===== config.mk =====
export PLATFORM = sky130hd
export DESIGN_NAME = npc_gen_flat
export DESIGN_NICKNAME = d
export VERILOG_FILES = /design/src/rtl/npc_gen_if.sv /design/src/rtl/npc_gen.sv /design/src/flat_wrapper.sv
export SDC_FILE = /design/constraint.sdc
export NUM_CORES = 1
export LEC_CHECK = 0
export ABC_AREA = 1
export CAP_MARGIN = 30
export CORE_UTILIZATION = 35
export DETAILED_ROUTE_END_ITERATION = 10
export GPL_TIMING_DRIVEN = 0
export HOLD_SLACK_MARGIN = 0.15
export PLACE_DENSITY = 0.65
export SLEW_MARGIN = 10
export SYNTH_ARGS = -nofsm -noshare
export SYNTH_HDL_FRONTEND = slang
export SYNTH_SLANG_ARGS = --single-unit

===== constraint.sdc =====
create_clock -name i_clk -period 2.6 [get_ports i_clk]
set_input_delay 0.26 -clock i_clk [delete_from_list [all_inputs] [get_ports i_clk]]
set_output_delay 0.26 -clock i_clk [all_outputs]
set_load 0.05 [all_outputs]

===== src/rtl/npc_gen_if.sv =====
// IF0 fetch-request channel between the next-PC generator and IF0.
// The master drives the request and flush; the slave returns ready.
interface npc_gen_if #(
    parameter int MXLEN = 32
);
    logic [MXLEN-1:0] o_npcGen_if0_pc;
    logic             o_npcGen_if0_valid;
    logic             i_if0_npcGen_ready;
    logic             o_npcGen_if0_flush;

    modport master (
        output o_npcGen_if0_pc,
        output o_npcGen_if0_valid,
        output o_npcGen_if0_flush,
        input  i_if0_npcGen_ready
    );

    modport slave (
        input  o_npcGen_if0_pc,
        input  o_npcGen_if0_valid,
        input  o_npcGen_if0_flush,
        output i_if0_npcGen_ready
    );
endinterface


===== src/rtl/npc_gen.sv =====
// Next-PC generator: holds the fetch PC, issues IF0 requests, and applies redirects with a flush pulse.
// Optional perf counters are included when NPCGEN_PERF_EN is defined.
//
// state | meaning
// BOOT  | one cycle out of reset, no request issued
// RUN   | request valid, advancing on acceptance
// STALL | fetch queue full, no request issued
module npc_gen #(
    parameter int               MXLEN       = 32,
    parameter logic [MXLEN-1:0] RESET_VEC   = 'h8000_0000,
    parameter int               FETCH_BYTES = 16
) (
    input  logic             i_clk,
    input  logic             i_rst,
    input  logic [MXLEN-1:0] i_pcRedirect_npcGen_npc,
    input  logic             i_pcRedirect_npcGen_redirect_valid,
    input  logic             i_ftq_npcGen_stall,
    npc_gen_if.master        if0,
`ifdef NPCGEN_PERF_EN
    output logic [31:0]      o_npcGen_perf_fetch_cnt,
    output logic [31:0]      o_npcGen_perf_redirect_cnt,
    output logic [31:0]      o_npcGen_perf_stall_cnt,
`endif
    output logic [1:0]       o_npcGen_state
);

    localparam logic [1:0] ST_BOOT  = 2'd0;
    localparam logic [1:0] ST_RUN   = 2'd1;
    localparam logic [1:0] ST_STALL = 2'd2;

    localparam logic [MXLEN-1:0] BLK      = MXLEN'(FETCH_BYTES);
    localparam logic [MXLEN-1:0] BLK_MASK = ~(BLK - 1'b1);

    logic [1:0]       state_q, state_d;
    logic [MXLEN-1:0] pc_q, pc_d;
    logic             flush_q, flush_d;

    logic             valid;
    logic             accept;
    logic             redirect_taken;
    logic [MXLEN-1:0] seq_pc;

    assign valid          = (state_q == ST_RUN);
    assign accept         = valid && if0.i_if0_npcGen_ready;
    assign redirect_taken = i_pcRedirect_npcGen_redirect_valid &&
                            ((state_q == ST_RUN) || (state_q == ST_STALL));
    // Wraps silently at the top of the address space.
    assign seq_pc         = (pc_q & BLK_MASK) + BLK;

    always_comb begin
        state_d = state_q;
        pc_d    = pc_q;
        flush_d = 1'b0;
        case (state_q)
            ST_BOOT: begin
                state_d = ST_RUN;
                if (i_pcRedirect_npcGen_redirect_valid) pc_d = i_pcRedirect_npcGen_npc;
            end
            ST_RUN: begin
                if (i_pcRedirect_npcGen_redirect_valid) begin
                    pc_d    = i_pcRedirect_npcGen_npc;
                    flush_d = 1'b1;
                end else if (accept) begin
                    pc_d = seq_pc;
                end
                // A redirect also retires the pending request, so stall may take effect.
                if (i_ftq_npcGen_stall && (accept || i_pcRedirect_npcGen_redirect_valid))
                    state_d = ST_STALL;
            end
            ST_STALL: begin
                if (i_pcRedirect_npcGen_redirect_valid) begin
                    pc_d    = i_pcRedirect_npcGen_npc;
                    flush_d = 1'b1;
                end
                if (!i_ftq_npcGen_stall) state_d = ST_RUN;
            end
            default: state_d = ST_BOOT;
        endcase
    end

    always_ff @(posedge i_clk) begin
        if (i_rst) begin
            state_q <= ST_BOOT;
            pc_q    <= RESET_VEC;
            flush_q <= 1'b0;
        end else begin
            state_q <= state_d;
            pc_q    <= pc_d;
            flush_q <= flush_d;
        end
    end

    assign if0.o_npcGen_if0_pc    = pc_q;
    assign if0.o_npcGen_if0_valid = valid;
    assign if0.o_npcGen_if0_flush = flush_q;
    assign o_npcGen_state         = state_q;

`ifdef NPCGEN_PERF_EN
    logic [31:0] fetch_cnt_q, redirect_cnt_q, stall_cnt_q;

    always_ff @(posedge i_clk) begin
        if (i_rst) begin
            fetch_cnt_q    <= '0;
            redirect_cnt_q <= '0;
            stall_cnt_q    <= '0;
        end else begin
            if (accept && (fetch_cnt_q != 32'hFFFF_FFFF))
                fetch_cnt_q <= fetch_cnt_q + 32'd1;
            if (redirect_taken && (redirect_cnt_q != 32'hFFFF_FFFF))
                redirect_cnt_q <= redirect_cnt_q + 32'd1;
            if ((state_q == ST_STALL) && (stall_cnt_q != 32'hFFFF_FFFF))
                stall_cnt_q <= stall_cnt_q + 32'd1;
        end
    end

    assign o_npcGen_perf_fetch_cnt    = fetch_cnt_q;
    assign o_npcGen_perf_redirect_cnt = redirect_cnt_q;
    assign o_npcGen_perf_stall_cnt    = stall_cnt_q;
`else
    logic unused_redirect_taken;
    assign unused_redirect_taken = redirect_taken;
`endif

endmodule


===== src/flat_wrapper.sv =====
// flat-port wrapper written by rule: the top's interface ports become plain ports
module npc_gen_flat 
#(
    parameter int               MXLEN       = 32,
    parameter logic [MXLEN-1:0] RESET_VEC   = 'h8000_0000,
    parameter int               FETCH_BYTES = 16
)
  (i_clk, i_rst, i_pcRedirect_npcGen_npc, i_pcRedirect_npcGen_redirect_valid, i_ftq_npcGen_stall, o_npcGen_state, if0_o_npcGen_if0_pc, if0_o_npcGen_if0_valid, if0_o_npcGen_if0_flush, if0_i_if0_npcGen_ready);
  npc_gen_if #(.MXLEN(MXLEN)) if0_i ();
  input  logic i_clk;
  input  logic i_rst;
  input  logic [MXLEN-1:0] i_pcRedirect_npcGen_npc;
  input  logic i_pcRedirect_npcGen_redirect_valid;
  input  logic i_ftq_npcGen_stall;
  output logic [1:0] o_npcGen_state;
  output wire logic [$bits(if0_i.o_npcGen_if0_pc)-1:0] if0_o_npcGen_if0_pc;
  output wire logic [$bits(if0_i.o_npcGen_if0_valid)-1:0] if0_o_npcGen_if0_valid;
  output wire logic [$bits(if0_i.o_npcGen_if0_flush)-1:0] if0_o_npcGen_if0_flush;
  input wire logic [$bits(if0_i.i_if0_npcGen_ready)-1:0] if0_i_if0_npcGen_ready;
  assign if0_o_npcGen_if0_pc = if0_i.o_npcGen_if0_pc;
  assign if0_o_npcGen_if0_valid = if0_i.o_npcGen_if0_valid;
  assign if0_o_npcGen_if0_flush = if0_i.o_npcGen_if0_flush;
  assign if0_i.i_if0_npcGen_ready = if0_i_if0_npcGen_ready;
  npc_gen #(.MXLEN(MXLEN), .RESET_VEC(RESET_VEC), .FETCH_BYTES(FETCH_BYTES)) u_core (.i_clk(i_clk), .i_rst(i_rst), .i_pcRedirect_npcGen_npc(i_pcRedirect_npcGen_npc), .i_pcRedirect_npcGen_redirect_valid(i_pcRedirect_npcGen_redirect_valid), .i_ftq_npcGen_stall(i_ftq_npcGen_stall), .if0(if0_i), .o_npcGen_state(o_npcGen_state));
endmodule

==> results.cfg, run 1 <==
[status]
status = completed

[sta]
finalHoldViolations = 0
post-route-min-period_ns = 2.010
fin_crit_sh = 0.7731
max_clock_freq_ghz = 0.4975
slew_headroom = 0.5803
fin_skew_ns = 0.006705
slew_violations = 0
tns_ns = 0
fin_hold_ws_ns = 0.4679
rsz0062_at_grt = false
setup_violations = 0
tightest_slew_ns = 0.6295
fin_ws_ns = 0.5898

[cts]
cts_hold_buffers = 0
clock_path_buffers = 2
htreeDepth = 2
cts.sinks = 35
numCtsBuffers = 5
cts_tree = done
root_buffer = clkbuf_8
cts_setup_buffers = 0
clk_latency_ns = 0.30
cts_resized = 0
path_clk_slew_ns = 0.08

[drt]
drc = 0
drtAntennaViolNets = 0
wirelength_mm = 7.757
vias = 2841
routed.top_layer = met4
wl_met2_mm = 3.532
drt_pass1_iterations = 5
wire_per_inst_um = 14.50
drt-initial-drc-count = 283
wl_met3_um = 614
met1_length_mm = 3.441
avgViaCountPerCell = 5.310

[layout]
instances_no_fill = 535
fin_nets = 499
syn2layout_area_growth_pct = 38.66
antennaDiodeCount = 0
fill_cells = 664
layout-drive-gt1-share = 0.08734

[synthesis]
synth_cell_types = 33
synth_adder_area_share = 0.02693
yosysSeqAreaShare = 0.3016
synth_compound_area_frac = 0.1885
yosys-top-cells-area = dfxtp_1 30%, nand2_1 16%, nor2_1 9.9%
yosys.area.top_type_share = 0.3016
synth_top_family_by_area = simple AND/OR/NAND/NOR gates
synth_area_per_cell_sq_um = 6.147
synth_area_leader_cell = dfxtp_1
syn_nets = 420
synth.cell_area_sq_um = 2323
ys.warnings.count = 0
ys_seq_elements = 35
synthMuxAreaShare = 0
synth-simple-area-share = 0.3963
synth_xor_area_frac = 0.007539
syn-instance-count = 378

[place]
pre_cts_ws_ns = 0.5694
dp_hpwl_mm = 5.700
io_buffers = 72
gp_congestion = 0.9000
placed_cells = 527

[global_route]
grt.overflow.total = 0
grt_pass1_wl_mm = 12.65
antenna_found_initial = 0
grt_start_max_net_pins = 11
groute.usage.overall = 0.2288
grt_pass1_vias = 2566

[power]
cellPowerDensity_nw_per_um2 = 1173
power.total_uw = 3780
p_leak_uw = 0.001175
peakVddDrop_v = 0.0005688

[worst_hold_path]
hold_path.class = reg -> reg
hold_depth = 2

[worst_setup_path]
crit_type = reg -> out
r2r_slack_ns = 0.60
critPathArrivalTime_ns = 1.75
worstPathMaxFanout = 4
crit_required_ns = 2.34
path_cells = inv_1, ha_1, clkdlybuf4s50_1
crit_path_end_kind = output port
crit_path_end = if0_o_npcGen_if0_valid
cpMaxStageDelayCell = clkdlybuf4s50_1
path_buf_inv = 2
crit_path_start = u_core.o_npcGen_state[1]
critical_path_cell_count = 3
startpoint_type = flip-flop
regToRegStartpoint = u_core.o_npcGen_state[0]
ff2ff_path_depth = 9
timing.rr.end = u_core.if0.o_npcGen_if0_pc[18]
max_stage_delay_ns = 0.82
critical-path-top-delay-family = buffers and inverters

[floorplanning]
dieArea_sq_um = 6968
core_sq_um = 6386
rows = 29
initial_utilization = 0.3638
die_y_um = 83.48
fp.dieW_um = 83.48
io_pins = 73

[run]
cap_violations = 0
## logic make-up after synthesis
group / after synthesis
and+or+nand+nor: 216
AOI/OAI and AO/OA: 79
buffers and inverters: 41
DFF: 35
adders and majority gates: 5
xor gates and xnor gates: 2
## layout by cell type, fill, tap and decap left out, types with 7 or more instances in the layout
cell and n:
a21oi_1 34, clkdlybuf4s50_1 72, dfxtp_1 35, nand3_1 28, o21ai_1 7, o21ai_0 24
nand2_1 100, inv_1 24, nor2_1 61, nor2_2 7
## state kept, by name (all words and copies together), names as in the netlist
signal,flops
u_core.if0.o_npcGen_if0_pc,32
u_core.o_npcGen_state,2
u_core.if0.o_npcGen_if0_flush,1
## final cells by class
| cell class | count | area, sq um | share of cell area |
|---|---|---|---|
| inverters | 27 | 101.3 | 0.03146 |
| clock inverters | 1 | 5.005 | 0.001553 |
| plain buffers | 14 | 82.58 | 0.02563 |
| multi-input cells | 302 | 1439 | 0.4466 |
| well taps | 77 | 96.34 | 0.02990 |
| flip-flops and latches | 35 | 700.7 | 0.2175 |
| clock buffers | 7 | 76.32 | 0.02369 |
| repair buffers | 72 | 720.7 | 0.2237 |
## cell usage after synthesis, drive strengths merged
master	instances
o21ai	32
nor3	3
nand4	4
a21oi	35
o22ai	2
clkbuf	4
a31oi	2
buf	10
o21a	3
inv	27
xor2	1
nand3	28
dfxtp	35
nor2	70
or2	4
nand3b	1
nand2	104
a211oi	2
ha	5
xnor2	1
and2	2
o211ai	3
## per-stage QoR
stage / instance area [sq um] / util
floorplan: 2323 / -
global placement: 3141 / 0.4918
detailed placement: 3141 / 0.4918
CTS: 3222 / 0.5045
global route: 3222 / 0.5045
finish: 3222 / 0.5045
## where the power goes
part / internal (uW) / leakage [uW] / switching (uW) / total, uW
registers: 740 / 0.000291 / 287 / 1030
logic: 801 / 0.000842 / 1550 / 2350
clock network: 188 / 0.0000422 / 214 / 402
total: 1730 / 0.00117 / 2050 / 3780
## worst min-delay path: cells and delay by family (launching register included)
| family | cells | cell delay [ns] |
|---|---|---|
| and+or+nand+nor | 1 | 0.06 |
| AOI/OAI and AO/OA | 1 | 0.05 |
| DFF | 1 | 0.32 |
## layer usage
layer / up-vias / track usage
li1: 1394 / -
met1: 1296 / 0.3067
met2: 136 / 0.3651
met3: 15 / 0.04550
met4: 0 / 0.08320
met5: - / 0
## worst min-delay path by stage
stage | start | to
floorplan | i_rst | u_core.if0.o_npcGen_if0_pc[12]
global placement | u_core.if0.o_npcGen_if0_pc[1] | u_core.if0.o_npcGen_if0_pc[1]
detailed placement | u_core.if0.o_npcGen_if0_pc[3] | u_core.if0.o_npcGen_if0_pc[3]
CTS | u_core.if0.o_npcGen_if0_pc[3] | u_core.if0.o_npcGen_if0_pc[3]
global route | u_core.if0.o_npcGen_if0_pc[3] | u_core.if0.o_npcGen_if0_pc[3]
finish | u_core.if0.o_npcGen_if0_pc[3] | u_core.if0.o_npcGen_if0_pc[3]
(Power assumes the default switching activity.)
==> inputs of run 2 (changes only) <==
==> constraint.sdc (replaced) <==
create_clock -name i_clk -period 2.01 [get_ports i_clk]
set_input_delay 0.201 -clock i_clk [delete_from_list [all_inputs] [get_ports i_clk]]
set_output_delay 0.201 -clock i_clk [all_outputs]
set_load 0.05 [all_outputs]
==> run 2 against run 1 <==
Sequential share of layout area is 0.18 points lower; non-clock buffer count stayed put; cell count stayed put; largest cell class unchanged.
==> results.cfg, run 2 (synthesis gave the netlist of run 1 again) <==
[drt]
wire_per_inst_um = 14.63
drt_pass1_iterations = 5
vias = 2818
drtAntennaViolNets = 0
drt-initial-drc-count = 206
wirelength_mm = 7.827
avgViaCountPerCell = 5.267
drc = 0

[worst_setup_path]
timing.rr.end = u_core.if0.o_npcGen_if0_pc[15]
crit_path_end_kind = output port
worstPathMaxFanout = 4
critPathArrivalTime_ns = 1.73
path_cells = inv_1, ha_2, clkdlybuf4s50_1
max_stage_delay_ns = 0.80
r2r_slack_ns = 0.12
ff2ff_path_depth = 9
crit_type = reg -> out
regToRegStartpoint = u_core.o_npcGen_state[0]
startpoint_type = flip-flop
cpMaxStageDelayCell = clkdlybuf4s50_1
crit_required_ns = 1.81

[place]
placed_area_sq_um = 3146
pre_cts_ws_ns = 0.02783
dp_hpwl_mm = 5.786
io_buffers = 72
gp_congestion = 0.8975

[cts]
htreeDepth = 2
cts.sinks = 35
cts_setup_buffers = 0
cts_tree = done
path_clk_slew_ns = 0.07
cts_resized = 0
root_buffer = clkbuf_8
clock_path_buffers = 2
clk_latency_ns = 0.30
cts_hold_buffers = 0
numCtsBuffers = 5

[sta]
tightest_slew_ns = 0.6631
rsz0062_at_grt = false
setup_violations = 0
fin_crit_sh = 0.9599
max_clock_freq_ghz = 0.5183
finalHoldViolations = 0
slew_headroom = 0.5579
slew_violations = 0
fin_skew_ns = 0.005208
post-route-min-period_ns = 1.929
tns_ns = 0
fin_ws_ns = 0.08059

[global_route]
grt.overflow.total = 0
grt_start_max_net_pins = 11
grt_pass1_wl_mm = 12.85
antenna_found_initial = 0
groute.usage.overall = 0.2331
grt_pass1_vias = 2670

[floorplanning]
die_y_um = 83.48
core_sq_um = 6386
initial_utilization = 0.3638
fp.dieW_um = 83.48
rows = 29
io_pins = 73
dieArea_sq_um = 6968

[worst_hold_path]
hold_start = u_core.if0.o_npcGen_if0_pc[2]
hold_depth = 2
whs_endpoint = u_core.if0.o_npcGen_if0_pc[2]
hold_path.class = reg -> reg

[layout]
fin_util = 0.5106
multi_input_area_sq_um = 1449
final_cell_mix = 99 x nand2_1, 72 x clkdlybuf4s50_1, 61 x nor2_1
layout-drive-gt1-share = 0.1004
syn2layout_area_growth_pct = 40.33
largest_reg_flops = 32
final_common_cell = nand2_1
final_area_sq_um = 3261
fill_cells = 657
fin_nets = 499
antennaDiodeCount = 0
regArea_sq_um = 703.2

[power]
pwr-share-clk = 0.119
p_switching_uw = 2672
cellPowerDensity_nw_per_um2 = 1532
comb_power_share = 0.614
p_int_uw = 2324
swShare = 0.5348
peakVddDrop_v = 0.0008315
power_frac_seq = 0.267
p_leak_uw = 0.001183

[run]
cap_violations = 0

[status]
status = completed
[run 2: worst max path at each step]
stage	slack [ns]	cells past startpoint	end	start
final	0.08	3	if0_o_npcGen_if0_valid	u_core.o_npcGen_state[1]
after global placement	0.02	8	u_core.if0.o_npcGen_if0_pc[18]	i_pcRedirect_npcGen_redirect_valid
after detailed placement	0.03	8	u_core.if0.o_npcGen_if0_pc[18]	i_pcRedirect_npcGen_redirect_valid
after global routing	0.03	9	u_core.if0.o_npcGen_if0_pc[20]	u_core.o_npcGen_state[0]
after CTS	0.05	9	u_core.if0.o_npcGen_if0_pc[18]	u_core.o_npcGen_state[0]
after floorplan	0.16	9	u_core.if0.o_npcGen_if0_pc[28]	u_core.o_npcGen_state[0]
[run 2: cell type report]
| type | instances | area share |
|---|---|---|
| multi-input cells | 302 | 0.4444 |
| flip-flops and latches | 35 | 0.2157 |
| inverters | 27 | 0.03185 |
| clock buffers | 8 | 0.03070 |
| plain buffers | 14 | 0.02686 |
| well taps | 77 | 0.02955 |
| repair buffers | 72 | 0.2210 |
[run 2: worst max-delay path, delay by kind of cell, from the launching register on]
kind	cells	cell delay (ns)
buffers and inverters	2	0.90
DFF	1	0.34
adders and majority gates	1	0.19
[run 2: routing by layer]
metal | vias up | global-route usage | part of all wire
li1 | 1394 | - | -
met1 | 1284 | 0.2984 | 0.45
met2 | 120 | 0.3748 | 0.46
met3 | 20 | 0.05737 | 0.071
met4 | 0 | 0.09707 | 0.025
met5 | - | 0 | 0
[run 2: metrics by stage]
stage	hold WS, ns	power (uW)	cells
detailed placement	0.4536	4371	527
CTS	0.4708	4978	535
global route	0.4880	5295	535
global placement	0.4484	4338	527
floorplan	0.2740	3357	378
finish	0.4661	4996	535
[run 2: power by group through the flow]
stage / registers, uW / logic [uW] / clock network (uW)
6_report: 1330 / 3070 / 595
5_1_grt: 1380 / 3280 / 635
4_1_cts: 1320 / 3050 / 609
3_5_place_dp: 1340 / 3030 / 0
3_3_place_gp: 1330 / 3010 / 0
2_1_floorplan: 2130 / 1220 / 0
